[config.mk]
export PLATFORM = sky130hd
export DESIGN_NAME = led7_scan_controller
export DESIGN_NICKNAME = d
export VERILOG_FILES = /design/src/rtl/led7_scan_controller.sv
export SDC_FILE = /design/constraint.sdc
export NUM_CORES = 1
export LEC_CHECK = 0
export ABC_CLOCK_PERIOD_IN_PS = 2490
export BUFFER_PORTS_ARGS = -buffer_cell sky130_fd_sc_hd__buf_4
export CORE_AREA = 10 10 87 89
export DETAILED_ROUTE_END_ITERATION = 8
export DIE_AREA = 0 0 97 99
export GPL_TIMING_DRIVEN = 0
export SLEW_MARGIN = 20
export SYNTH_ARGS = -nofsm -noshare
export SYNTH_HDL_FRONTEND = slang
export SYNTH_SLANG_ARGS = --single-unit
[constraint.sdc]
create_clock -name i_clk -period 2.49 [get_ports i_clk]
set_input_delay 0.249 -clock i_clk [delete_from_list [all_inputs] [get_ports i_clk]]
set_output_delay 0.249 -clock i_clk [all_outputs]
set_load 0.005 [all_outputs]
[src/rtl/led7_scan_controller.sv]
// Multiplexes one shared 7-segment decoder across NUM_DIGITS digits, with per-slot blanking
// and frame-synchronous data update. Optional macro: LED7_LEADING_ZERO_BLANK_EN.
module led7_scan_controller #(
   parameter int NUM_DIGITS   = 4,
   parameter int REFRESH_DIV  = 1000,
   parameter int BLANK_CYCLES = 2
) (
   input  logic                    i_clk,
   input  logic                    i_rst,
   input  logic                    i_en,
   input  logic                    i_load,
   input  logic [4*NUM_DIGITS-1:0] i_data,
   output logic                    o_dec_en,
   output logic [3:0]              o_dec_binary,
   output logic [NUM_DIGITS-1:0]   o_digit_sel,
   output logic                    o_frame_done,
   output logic                    o_pending
);

   localparam int CW = (REFRESH_DIV > 1) ? $clog2(REFRESH_DIV) : 1;
   localparam int IW = (NUM_DIGITS > 1) ? $clog2(NUM_DIGITS) : 1;
   localparam int DW = 4 * NUM_DIGITS;
   localparam logic [CW-1:0] CNT_LAST = CW'(REFRESH_DIV - 1);
   localparam logic [CW-1:0] CNT_SHOW = CW'(BLANK_CYCLES);
   localparam logic [IW-1:0] IDX_LAST = IW'(NUM_DIGITS - 1);

   typedef enum logic [1:0] {IDLE, BLANK, SHOW} state_t;

   state_t                state, state_nxt;
   logic [CW-1:0]         cnt, cnt_nxt;
   logic [IW-1:0]         idx, idx_nxt;
   logic [DW-1:0]         disp, disp_nxt;
   logic [DW-1:0]         shadow, shadow_nxt;
   logic                  pending, pending_nxt;
   logic                  boundary, apply, show, suppress;
   logic [3:0]            binary_nxt;
   logic [NUM_DIGITS-1:0] sel_nxt;

   always_ff @(posedge i_clk) begin
      if (i_rst) begin
         state        <= IDLE;
         cnt          <= '0;
         idx          <= '0;
         disp         <= '0;
         shadow       <= '0;
         pending      <= 1'b0;
         o_dec_en     <= 1'b0;
         o_dec_binary <= 4'h0;
         o_digit_sel  <= '0;
         o_frame_done <= 1'b0;
      end else begin
         state        <= state_nxt;
         cnt          <= cnt_nxt;
         idx          <= idx_nxt;
         disp         <= disp_nxt;
         shadow       <= shadow_nxt;
         pending      <= pending_nxt;
         o_dec_en     <= show;
         o_dec_binary <= binary_nxt;
         o_digit_sel  <= sel_nxt;
         o_frame_done <= boundary;
      end
   end

   assign o_pending = pending;

   // Slot counter runs 0..REFRESH_DIV-1 across BLANK then SHOW of one digit.
   always_comb begin
      state_nxt = state;
      cnt_nxt   = cnt;
      idx_nxt   = idx;
      boundary  = 1'b0;
      case (state)
         IDLE: begin
            cnt_nxt = '0;
            idx_nxt = '0;
            if (i_en) state_nxt = (BLANK_CYCLES > 0) ? BLANK : SHOW;
         end
         default: begin
            if (!i_en) begin
               state_nxt = IDLE;
               cnt_nxt   = '0;
               idx_nxt   = '0;
            end else if (cnt == CNT_LAST) begin
               cnt_nxt   = '0;
               boundary  = (idx == IDX_LAST);
               idx_nxt   = boundary ? '0 : idx + 1'b1;
               state_nxt = (BLANK_CYCLES > 0) ? BLANK : SHOW;
            end else begin
               cnt_nxt   = cnt + 1'b1;
               state_nxt = (cnt_nxt < CNT_SHOW) ? BLANK : SHOW;
            end
         end
      endcase
   end

   // The display register only changes at a frame boundary or while dark, so a
   // load landing on the boundary edge is held back one full frame.
   always_comb begin
      apply       = pending && (boundary || state == IDLE);
      disp_nxt    = apply ? shadow : disp;
      shadow_nxt  = i_load ? i_data : shadow;
      pending_nxt = i_load | (pending & ~apply);
   end

`ifdef LED7_LEADING_ZERO_BLANK_EN
   logic [IW-1:0] msnz;
   always_comb begin
      msnz = '0;
      for (int d = 0; d < NUM_DIGITS; d++)
         if (disp_nxt[d*4 +: 4] != 4'h0) msnz = IW'(d);
      suppress = (idx_nxt > msnz);
   end
`else
   assign suppress = 1'b0;
`endif

   // Outputs are computed from next-cycle values so the registered outputs match the state.
   always_comb begin
      show       = (state_nxt == SHOW) && !suppress;
      binary_nxt = 4'h0;
      sel_nxt    = '0;
      for (int d = 0; d < NUM_DIGITS; d++) begin
         if (idx_nxt == IW'(d)) begin
            if (state_nxt != IDLE) binary_nxt = disp_nxt[d*4 +: 4];
            sel_nxt[d] = show;
         end
      end
   end

endmodule
* Yosys cells after proc, flatten, opt, wreduce, memory -nomap -nowiden
Index checks and enable logic that the tools add are counted.
Word-level totals: register bits after elaboration 57, input bits 20
Cells by class: add/subtract/negate cells 2, order comparisons 1, equality and inequality tests 6, multiplexer cells 21, bitwise gates (word level) 8, reductions and logical operators 10
Operators by type and width (number):
- 4-bit two-way mux | 8
- 2-bit two-way mux | 9
- 16-bit two-way mux | 1
- 10-bit by 1-bit adder with 10-bit output (second input constant) | 1
- 10-bit == test (second input constant) | 1
- 10-bit by 2-bit less-than comparator with 1-bit output (second input constant) | 1
- 2-bit == test (second input constant) | 4
- 2-bit OR reduction | 4
- 1-bit inverter | 6
- 2-bit logical NOT | 2
- 4-bit OR reduction | 1
- 1-bit two-way mux | 3
- 2-bit by 1-bit adder with 2-bit output (second input constant) | 1
- 2-bit by 1-bit == test with 1-bit output (second input constant) | 1
- 2-bit nonzero test | 1
- 1-bit AND | 1
- 1-bit logical AND | 1
- 1-bit logical OR | 1
- 1-bit bitwise OR | 1

* Longest topological paths before layout
Gate-level depths: netlist of run 1.
depth after elaboration 15, gate-level depth with buffers 8, depth with buffers taken out 7

* Worst setup path after synthesis of run 1
OpenSTA, ideal clock, no wires.
path type reg2reg, start register cnt[0], end register o_dec_binary[0], setup time 0.117 ns, data arrival time 2.085 ns, data required time 2.373 ns, slack 0.288 ns, stages on the path, launching flop included 9, path through dfxtp_1 ha_1 nand4b_1 or3_4 o21ai_4 buf_8 mux2i_1 o32ai_1 o22a_1
On the way: word-level cells in the longest chain between the ends 15, elaborated cells between the ends (all ways) 29
RTL lines:
- from (decl) | RTL line 30 | logic [CW-1:0] cnt, cnt_nxt;
- from (signal assigned) | RTL line 53 | cnt <= cnt_nxt;
- 10-bit by 1-bit adder with 10-bit output / 10-bit == test (equally long branches) | RTL line 90, 84
- 10-bit by 2-bit less-than comparator with 1-bit output / 1-bit two-way mux (equally long branches) | RTL line 91, 84
- 2-bit two-way mux / 1-bit two-way mux (equally long branches) | RTL line 91, 80
- 2-bit two-way mux / 1-bit two-way mux (equally long branches) | RTL line 84, 73
- 2-bit two-way mux / 1-bit logical OR (equally long branches) | RTL line 80, 100
- 2-bit two-way mux / 1-bit logical AND (equally long branches) | RTL line 73, 100
- 2-bit nonzero test / 16-bit two-way mux (equally long branches) | RTL line 125, 101
- 4-bit two-way mux | RTL line 125 | if (state_nxt != IDLE) binary_nxt = disp_nxt[d*4 +: 4];
- 4-bit two-way mux | RTL line 124 | if (idx_nxt == IW'(d)) begin
- 4-bit two-way mux | RTL line 125
- 4-bit two-way mux | RTL line 124
- 4-bit two-way mux | RTL line 125
- 4-bit two-way mux | RTL line 124
- 4-bit two-way mux | RTL line 125
- 4-bit two-way mux * | RTL line 124
- to (signal assigned) | RTL line 59 | o_dec_binary <= binary_nxt;
- to (decl) | RTL line 14 | output logic [3:0] o_dec_binary,
Mark *: on every way between the ends. The rest lies on a longest branch, timed or not. A chain may end at the register's enable or synchronous reset.

* Final worst setup path of run 1
Ends and elaborated chain as after synthesis.

==> reports/qor.yml, run 1 <==
run_status:
  status: "finished clean"
final_layout:
  layout.nets: 301
  final_cell_mix: "dfxtp_1, nor2_1, buf_4, mux2i_1, clkbuf_8"
  post-route-util: 0.497
  final_layout_size_suffix_gt1_frac: 0.243
  final_common_cell: "dfxtp_1"
  design_area_um2: 2910
  n_antenna_cell: 0
  syn2layout_area_growth_pct: 27.2
  n_fill_cell: 544
  instances_no_fill: 359
logic_synthesis:
  synth_top_flop_cell: "dfxtp_1"
  ys_warn_count: 0
  netlist_instances: 236
  syn_area_um2: 2290
  ys_types: 41
  synth_edf_count: 0
  synthArstFlopShare: 0
  syn_avg_cell_area_um2: 9.69
  synth.net_count: 258
  ys_seq_area_frac: 0.499
  synth_seq_cells: 57
floorplanning:
  ios: 31
  die_h_um: 99
  core_um2: 5850
  die_x_um: 97
  die_area_um2: 9600
  rows: 28
  initial_core_util: 0.391
run:
  cap_violations: 0
timing:
  maxSlewHeadroom: 0.544
  max_freq_mhz: 423
  worstMarginPinSlew_ns: 0.684
  setup_viol: 0
  fin_ws_ns: 0.125
  whs_ns: 0.153
  maxSlewViolCount: 0
  tns_ns: 0
  finalCritPeriodShare: 0.950
  finClkSkew_ns: 0.00732
  min_period_ns: 2.36
  finalHoldViolations: 0
drt:
  detail_route.first_pass.iterations: 4
  routed_wl_um: 4800
  vias: 1767
  drt_iter0_drc: 58
  drcViolationCount: 0
  routed_via_density: 4.92
  ant_nets: 0
  routedWlPerCell_um: 13.4
global_routing:
  antenna_found_initial: 0
  grt_util_met3: 0.0419
  grt_use_total: 0.100
  grt_use_met2: 0.168
  grt-busiest-layer: "met2"
  use_met1: 0.107
  grt_pass1_wl_um: 7950
  grt_pass1_vias: 1715
  grt_max_degree: 11
  overflow: 0
power_and_ir_drop:
  power_density_nw_per_um2: 724
  power_leakage_nw: 1.18
  ir_drop_uv: 402
  finalPower_mw: 2.11
cts:
  cts_buffer_depth: 2
  root_buffer: "clkbuf_8"
  cts.sinks: 57
  clk_pin_slew_ns: 0.07
  cts_made_buffers: 9
  htreeDepth: 3
  clkLatencyLatePin_ns: 0.33
  cts_tree: "done"
placement:
  dp.final_hpwl_um: 3450
  io_buffers: 29
  dp_slack_ns: -0.0128
  gp_congestion: 0.827
  place_inst: 340
  place_area_um2: 2600
critical_path:
  crit_fanout: 10
  start_kind: "register"
  crit_slowest_cell: "dfxtp_1"
  worstSetupEndpointType: "register"
  slowest_delay_ns: 0.43
  path_delay_family: "simple AND/OR/NAND/NOR gates"
  arrival_ns: 2.58
  critPathRequiredTime_ns: 2.71
  cp_num_buf_inv: 1
  crit_type: "register to register"
  crit_chain: "ha_4, nand4b_1, or3_4, o21ai_4, buf_8, mux2i_2, o32ai_1, o22a_1"
worst_hold_path:
  min_path_type: "input pin to register"
path summary, 6_finish.rpt:
check,start,end,slack [ns],cells after the start
setup / recovery,cnt[0],o_dec_binary[0],0.13,8
hold / removal,i_data[8],shadow[8],0.15,3
hold reg to reg,disp[15],disp[15],0.49,2
setup reg to reg,cnt[0],o_dec_binary[0],0.13,8
routing by layer:
layer,routed length (um),share of wire
met1,2090,0.43
met2,2370,0.49
met3,239,0.050
met4,99,0.021
met5,0,0
sequential cells by signal (all words and copies together) (netlist names):
| name | cells |
|---|---|
| o_pending | 1 |
| disp | 16 |
| o_dec_en | 1 |
| cnt | 10 |
| shadow | 16 |
| idx | 2 |
| state | 2 |
| o_digit_sel | 4 |
| o_dec_binary | 4 |
| o_frame_done | 1 |
area by class of cell:
type	count	area (um2)	share of cell area
sequential	57	1140	0.392
timing repair buffer	32	253	0.0869
clock inverter	6	105	0.0361
multi-input combinational	156	1070	0.367
buffer	15	80.1	0.0275
inverter	8	30.0	0.0103
tap	75	93.8	0.0323
clock buffer	10	138	0.0473
cells in the mapped netlist (3+ instances only):
library cell	count	share of area
nand3_1	5	0.011
inv_1	8	0.013
nor4_1	4	0.011
or3_1	3	0.0082
buf_2	4	0.0088
o21ai_0	9	0.020
o22a_1	4	0.015
mux2i_1	33	0.14
a21oi_1	3	0.0066
clkbuf_1	6	0.0098
o32ai_1	4	0.015
nor3_1	8	0.018
nand2_1	7	0.011
xnor2_1	5	0.019
dfxtp_1	57	0.50
nor2_1	46	0.075
tightest hold or removal path, stage by stage:
cell,delay (ns)
buf_4,0.08
mux2i_1,0.05
nor2_1,0.07
kinds of logic (layout without fill, tap and decap cells):
kind of cell | after synthesis | in the layout | share of synthesized area
AND/OR/NAND/NOR | 88 | 88 | 0.190
flip-flops | 57 | 57 | 0.499
multiplexers | 33 | 33 | 0.144
AO/OA/AOI/OAI | 27 | 27 | 0.0848
buffers and inverters | 23 | 71 | 0.0481
XOR/XNOR | 6 | 6 | 0.0230
adder cells (fa/ha/maj) | 2 | 2 | 0.0109
power by group:
group / leakage (nW) / switching [mW] / internal, mW / total (mW)
Sequential: 0.464 / 0.0127 / 0.937 / 0.950
Combinational: 0.595 / 0.0579 / 0.0636 / 0.121
Clock: 0.126 / 0.350 / 0.686 / 1.04
timing repair:
| item | 4_1_cts | 5_1_grt |
|---|---|---|
| hold buffers | 0 | 0 |
| gates resized for setup | 0 | 7 |
| gates cloned | 0 | 0 |
| buffers inserted | 1 | 2 |
| pin swaps | 1 | 1 |
| setup endpoints to repair | 2 | 5 |
Note: power is estimated with default switching activity, not from simulation.
==> run 2: changes to the inputs <==
--- a/config.mk
+++ b/config.mk
@@ -6,12 +6,11 @@
 export NUM_CORES = 1
 export LEC_CHECK = 0
 export ABC_CLOCK_PERIOD_IN_PS = 2490
-export BUFFER_PORTS_ARGS = -buffer_cell sky130_fd_sc_hd__buf_4
 export CORE_AREA = 10 10 87 89
 export DETAILED_ROUTE_END_ITERATION = 8
 export DIE_AREA = 0 0 97 99
+export DONT_BUFFER_PORTS = 1
 export GPL_TIMING_DRIVEN = 0
-export SLEW_MARGIN = 20
 export SYNTH_ARGS = -nofsm -noshare
 export SYNTH_HDL_FRONTEND = slang
 export SYNTH_SLANG_ARGS = --single-unit
==> run 2 against run 1 <==
Non-clock buffer count shrank 31. Cell count shrank 8.9%. Power shrank 11%. Register-to-register slack is essentially flat.
==> reports/qor.yml, run 2 (synthesis gave the netlist of run 1 again) <==
power_and_ir_drop:
  finalPower_mw: 1.88  # -11%
  power_density_nw_per_um2: 718  # -0.82%
  ir_drop_uv: 409  # +2.0%
  power_leakage_nw: 1.01  # -15%
drt:
  drt_iter0_drc: 50  # -14%
  detail_route.first_pass.iterations: 4  # unchanged
  routedWlPerCell_um: 14.2  # +6.3%
  routed_via_density: 5.02  # +2.0%
  vias: 1642  # -7.1%
  drcViolationCount: 0  # unchanged
  ant_nets: 0  # unchanged
  routed_wl_um: 4650  # -3.2%
cts:
  cts_buffer_depth: 2  # unchanged
  clkLatencyLatePin_ns: 0.33  # about the same
  cts.sinks: 57  # unchanged
  root_buffer: "clkbuf_8"
  cts_made_buffers: 9  # unchanged
  htreeDepth: 3  # unchanged
  cts_tree: "done"
  clk_pin_slew_ns: 0.06  # about the same
global_routing:
  antenna_found_initial: 0  # unchanged
  overflow: 0  # unchanged
  grt_pass1_wl_um: 7820  # -1.6%
  grt_use_total: 0.101  # +0.000230
  grt_max_degree: 11  # unchanged
  grt_pass1_vias: 1692  # -1.3%
timing:
  tns_ns: 0  # unchanged
  finalHoldViolations: 0  # unchanged
  finalCritPeriodShare: 0.944  # -0.00554
  setup_viol: 0  # unchanged
  max_freq_mhz: 425  # +0.59%
  worstMarginPinSlew_ns: 0.697  # +0.0129 ns
  rsz0062_at_grt: "false"
  maxSlewHeadroom: 0.535  # -0.00861
  min_period_ns: 2.35  # -0.0138 ns
  finClkSkew_ns: 0.00763  # +0.000314 ns
  maxSlewViolCount: 0  # unchanged
  whs_ns: 0.0441  # -0.109 ns
final_layout:
  n_antenna_cell: 0  # unchanged
  post-route-util: 0.448  # -0.0492
  layout.nets: 270  # -10%
  syn2layout_area_growth_pct: 14.6
  final_cell_mix: "dfxtp_1, nor2_1, mux2i_1, clkbuf_8, o21ai_0"
  largestRegisters: "disp x16, shadow x16, cnt x10"
  final_common_cell: "dfxtp_1"
  final_layout_size_suffix_gt1_frac: 0.127  # -0.116
floorplanning:
  ios: 31  # unchanged
  die_x_um: 97  # unchanged
  initial_core_util: 0.391  # unchanged
  core_um2: 5850  # unchanged
  rows: 28  # unchanged
  die_h_um: 99  # unchanged
  die_area_um2: 9600  # unchanged
worst_hold_path:
  min_path_type: "input pin to register"
placement:
  io_buffers: 0  # -100%
  gp_congestion: 0.832  # +0.60%
  dp.final_hpwl_um: 3450  # -0.21%
critical_path:
  start_kind: "register"
  crit_fanout: 10  # unchanged
  critPathRequiredTime_ns: 2.71  # about the same
  crit_type: "register to register"
  arrival_ns: 2.57  # about the same
  worstSetupEndpointType: "register"
run_status:
  status: "finished clean"
run:
  cap_violations: 0  # unchanged
run 2: path summary, 6_finish.rpt:
check | startpoint | endpoint | slack, ns | cells past startpoint
max | cnt[0] | o_dec_binary[3] | 0.14 | 8
min | i_en | state[0] | 0.04 | 1
max reg2reg | cnt[0] | o_dec_binary[3] | 0.14 | 8
min reg2reg | disp[13] | disp[13] | 0.49 | 2
run 2: report_power, final:
| group | switching, mW | internal, mW | total (mW) |
|---|---|---|---|
| Combinational | 0.0499 | 0.0401 | 0.0900 |
| Clock | 0.336 | 0.507 | 0.844 |
| Sequential | 0.0123 | 0.937 | 0.950 |
run 2: final cells by class:
type	count	area, um2
buffer	15	80.1
clock buffer	12	155
clock inverter	3	40.0
fill	570	3230
inverter	8	30.0
multi-input combinational	156	1060
sequential	57	1140
tap	75	93.8
timing repair buffer	1	20.0
run 2: layer usage:
| layer | GRT usage | routed length (um) | part of all wire |
|---|---|---|---|
| met4 | 0.0568 | 113 | 0.024 |
| met5 | 0 | 0 | 0 |
| met1 | 0.103 | 1990 | 0.43 |
| met3 | 0.0489 | 284 | 0.061 |
| met2 | 0.166 | 2250 | 0.48 |
run 2: critical path, cell delays in order (launching register included):
cell and delay [ns]:
dfxtp_1 0.42, ha_4 0.20, nand4b_1 0.14, or3_4 0.43, or3_1 0.37, a21oi_4 0.20
buf_4 0.21, o21ai_0 0.10, o22a_1 0.17
run 2: per-stage QoR:
stage          instance area, um2  setup WS (ns)  cells
2_1_floorplan                2290          0.288    236
4_1_cts                      2600         0.0947    327
3_5_place_dp                 2380        -0.0267    311
5_1_grt                      2620         0.0333    327
3_3_place_gp                 2380       -0.00776    311
6_report                     2620          0.139    327
run 2: repair_timing:
item,4_1_cts,5_1_grt
pin swaps,1,0
gates resized for setup,0,4
hold buffers,0,0
buffers inserted,1,0
setup endpoints to repair,3,4
==> run 3: changes to the inputs <==
--- a/config.mk
+++ b/config.mk
@@ -11,6 +11,7 @@
 export DIE_AREA = 0 0 97 99
 export DONT_BUFFER_PORTS = 1
 export GPL_TIMING_DRIVEN = 0
+export PLACE_DENSITY_LB_ADDON = 0.25
 export SYNTH_ARGS = -nofsm -noshare
 export SYNTH_HDL_FRONTEND = slang
 export SYNTH_SLANG_ARGS = --single-unit
==> run 3 against run 2 <==
Combinational power increased by 1%. Die area unchanged. Register-to-register slack got worse by 0.02 ns. Cell count did not move. Design area down 0.38%. Largest power group unchanged.
==> reports/qor.yml, run 3 (synthesis gave the netlist of run 1 again) <==
run_status:
  status: "finished clean"
global_routing:
  grt_pass1_vias: 1691  # -0.059%
  grt_use_met2: 0.172  # +0.00669
  antenna_found_initial: 0  # unchanged
  overflow: 0  # unchanged
  grt_use_total: 0.104  # +0.00309
  grt_pass1_wl_um: 7990  # +2.1%
  grt_util_met3: 0.0566  # +0.00768
  grt_max_degree: 11  # unchanged
  use_met1: 0.107  # +0.00380
  grt-busiest-layer: "met2"
critical_path:
  worstSetupEndpointType: "register"
  start_kind: "register"
  crit_type: "register to register"
  arrival_ns: 2.59  # +0.02 ns
  critPathRequiredTime_ns: 2.70  # about the same
  critPathLaunch: "cnt[0]"
  reg2reg_from: "cnt[0]"
  crit_fanout: 10  # unchanged
drt:
  routed_wl_um: 4800  # +3.3%
  detail_route.first_pass.iterations: 4  # unchanged
  routedWlPerCell_um: 14.7  # +3.3%
  drcViolationCount: 0  # unchanged
  vias: 1644  # +0.12%
  drt_iter0_drc: 57  # +14%
  routed_via_density: 5.03  # +0.12%
  ant_nets: 0  # unchanged
final_layout:
  final_cell_mix: "dfxtp_1, nor2_1, mux2i_1, clkbuf_8, o21ai_0"
  final_common_cell: "dfxtp_1"
  final_layout_size_suffix_gt1_frac: 0.135  # +0.00794
  multi_input_area_um2: 1050  # -0.94%
  layout.nets: 270  # unchanged
  syn2layout_area_growth_pct: 14.2
  instances_no_fill: 327  # unchanged
  n_fill_cell: 574  # +0.70%
  largestRegisters: "disp x16, shadow x16, cnt x10"
  seq_area_um2: 1140  # unchanged
  n_antenna_cell: 0  # unchanged
power_and_ir_drop:
  power_density_nw_per_um2: 723  # +0.56%
  power_leakage_nw: 1.01  # -0.14%
  ir_drop_uv: 428  # +4.5%
  finalPower_mw: 1.89  # +0.18%
floorplanning:
  die_area_um2: 9600  # unchanged
  rows: 28  # unchanged
  die_x_um: 97  # unchanged
  ios: 31  # unchanged
  core_um2: 5850  # unchanged
  initial_core_util: 0.391  # unchanged
  die_h_um: 99  # unchanged
timing:
  rsz0062_at_grt: "false"
  maxSlewHeadroom: 0.525  # -0.0105
  maxSlewViolCount: 0  # unchanged
  setup_viol: 0  # unchanged
  min_period_ns: 2.37  # +0.0228 ns
  finClkSkew_ns: 0.00332  # -0.00431 ns
  finalHoldViolations: 0  # unchanged
  tns_ns: 0  # unchanged
  max_freq_mhz: 421  # -0.96%
  worstMarginPinSlew_ns: 0.713  # +0.0158 ns
  finalCritPeriodShare: 0.953  # +0.00915
  whs_ns: 0.0571  # +0.0129 ns
placement:
  io_buffers: 0  # unchanged
  dp.final_hpwl_um: 3480  # +0.87%
  gp_congestion: 0.823  # -1.0%
  place_inst: 311  # unchanged
cts:
  clk_pin_slew_ns: 0.06  # about the same
  cts_tree: "done"
  clkLatencyLatePin_ns: 0.33  # about the same
  cts_made_buffers: 9  # unchanged
  cts_hold_buf: 0  # unchanged
  root_buffer: "clkbuf_8"
  cts.sinks: 57  # unchanged
  htreeDepth: 3  # unchanged
  cts_buffer_depth: 2  # unchanged
run:
  cap_violations: 0  # unchanged
worst_hold_path:
  min_path_type: "input pin to register"
  min-delay-start: "i_en"
-- run 3: layout make-up --
type,count,share of cell area
Clock buffer,12,0.0594
Buffer,15,0.0307
Tap cell,75,0.0359
Inverter,8,0.0115
Timing Repair Buffer,1,0.00767
Sequential cell,57,0.437
Clock inverter,3,0.0153
Multi-Input combinational cell,156,0.402
-- run 3: per-layer routing --
layer  vias to the layer above  routed length [um]
met1                       760                2120
met4                         0                  74
met5                         -                   0
li1                        839                   -
met3                         8                 295
met2                        37                2310
-- run 3: stage by stage --
| stage | utilization | instance area, um2 | worst slack, ns |
|---|---|---|---|
| after floorplan | - | 2290 | 0.288 |
| after global placement | 0.407 | 2380 | -0.00708 |
| after detailed placement | 0.407 | 2380 | -0.0212 |
| after CTS | 0.444 | 2600 | 0.0596 |
| after global routing | 0.446 | 2610 | 0.00356 |
| final | 0.446 | 2610 | 0.116 |
-- run 3: final timing paths --
kind	to	slack, ns	depth (start not counted)
setup reg to reg	o_dec_binary[0]	0.12	8
hold / removal	state[0]	0.06	1
setup / recovery	o_dec_binary[0]	0.12	8
hold reg to reg	cnt[0]	0.47	1
-- run 3: worst max-delay path, stage by stage (launching register included) --
cell,delay [ns]
dfxtp_1,0.37
ha_2,0.26
nand4b_1,0.16
or3_4,0.43
o21ai_4,0.23
buf_8,0.20
mux2i_2,0.27
o32ai_1,0.11
o22a_1,0.22
-- run 3: where the power goes --
group | total, mW | internal (mW) | switching (mW) | leakage, nW
combinational | 0.0913 | 0.0408 | 0.0505 | 0.440
sequential | 0.950 | 0.937 | 0.0131 | 0.464
clock | 0.845 | 0.508 | 0.338 | 0.102
total | 1.89 | 1.49 | 0.401 | 1.01
-- run 3: what timing repair did --
action	4_1_cts	5_1_grt
setup endpoints to repair	2	4
pin swaps	1	1
gates resized for setup	0	4
buffers inserted	1	0
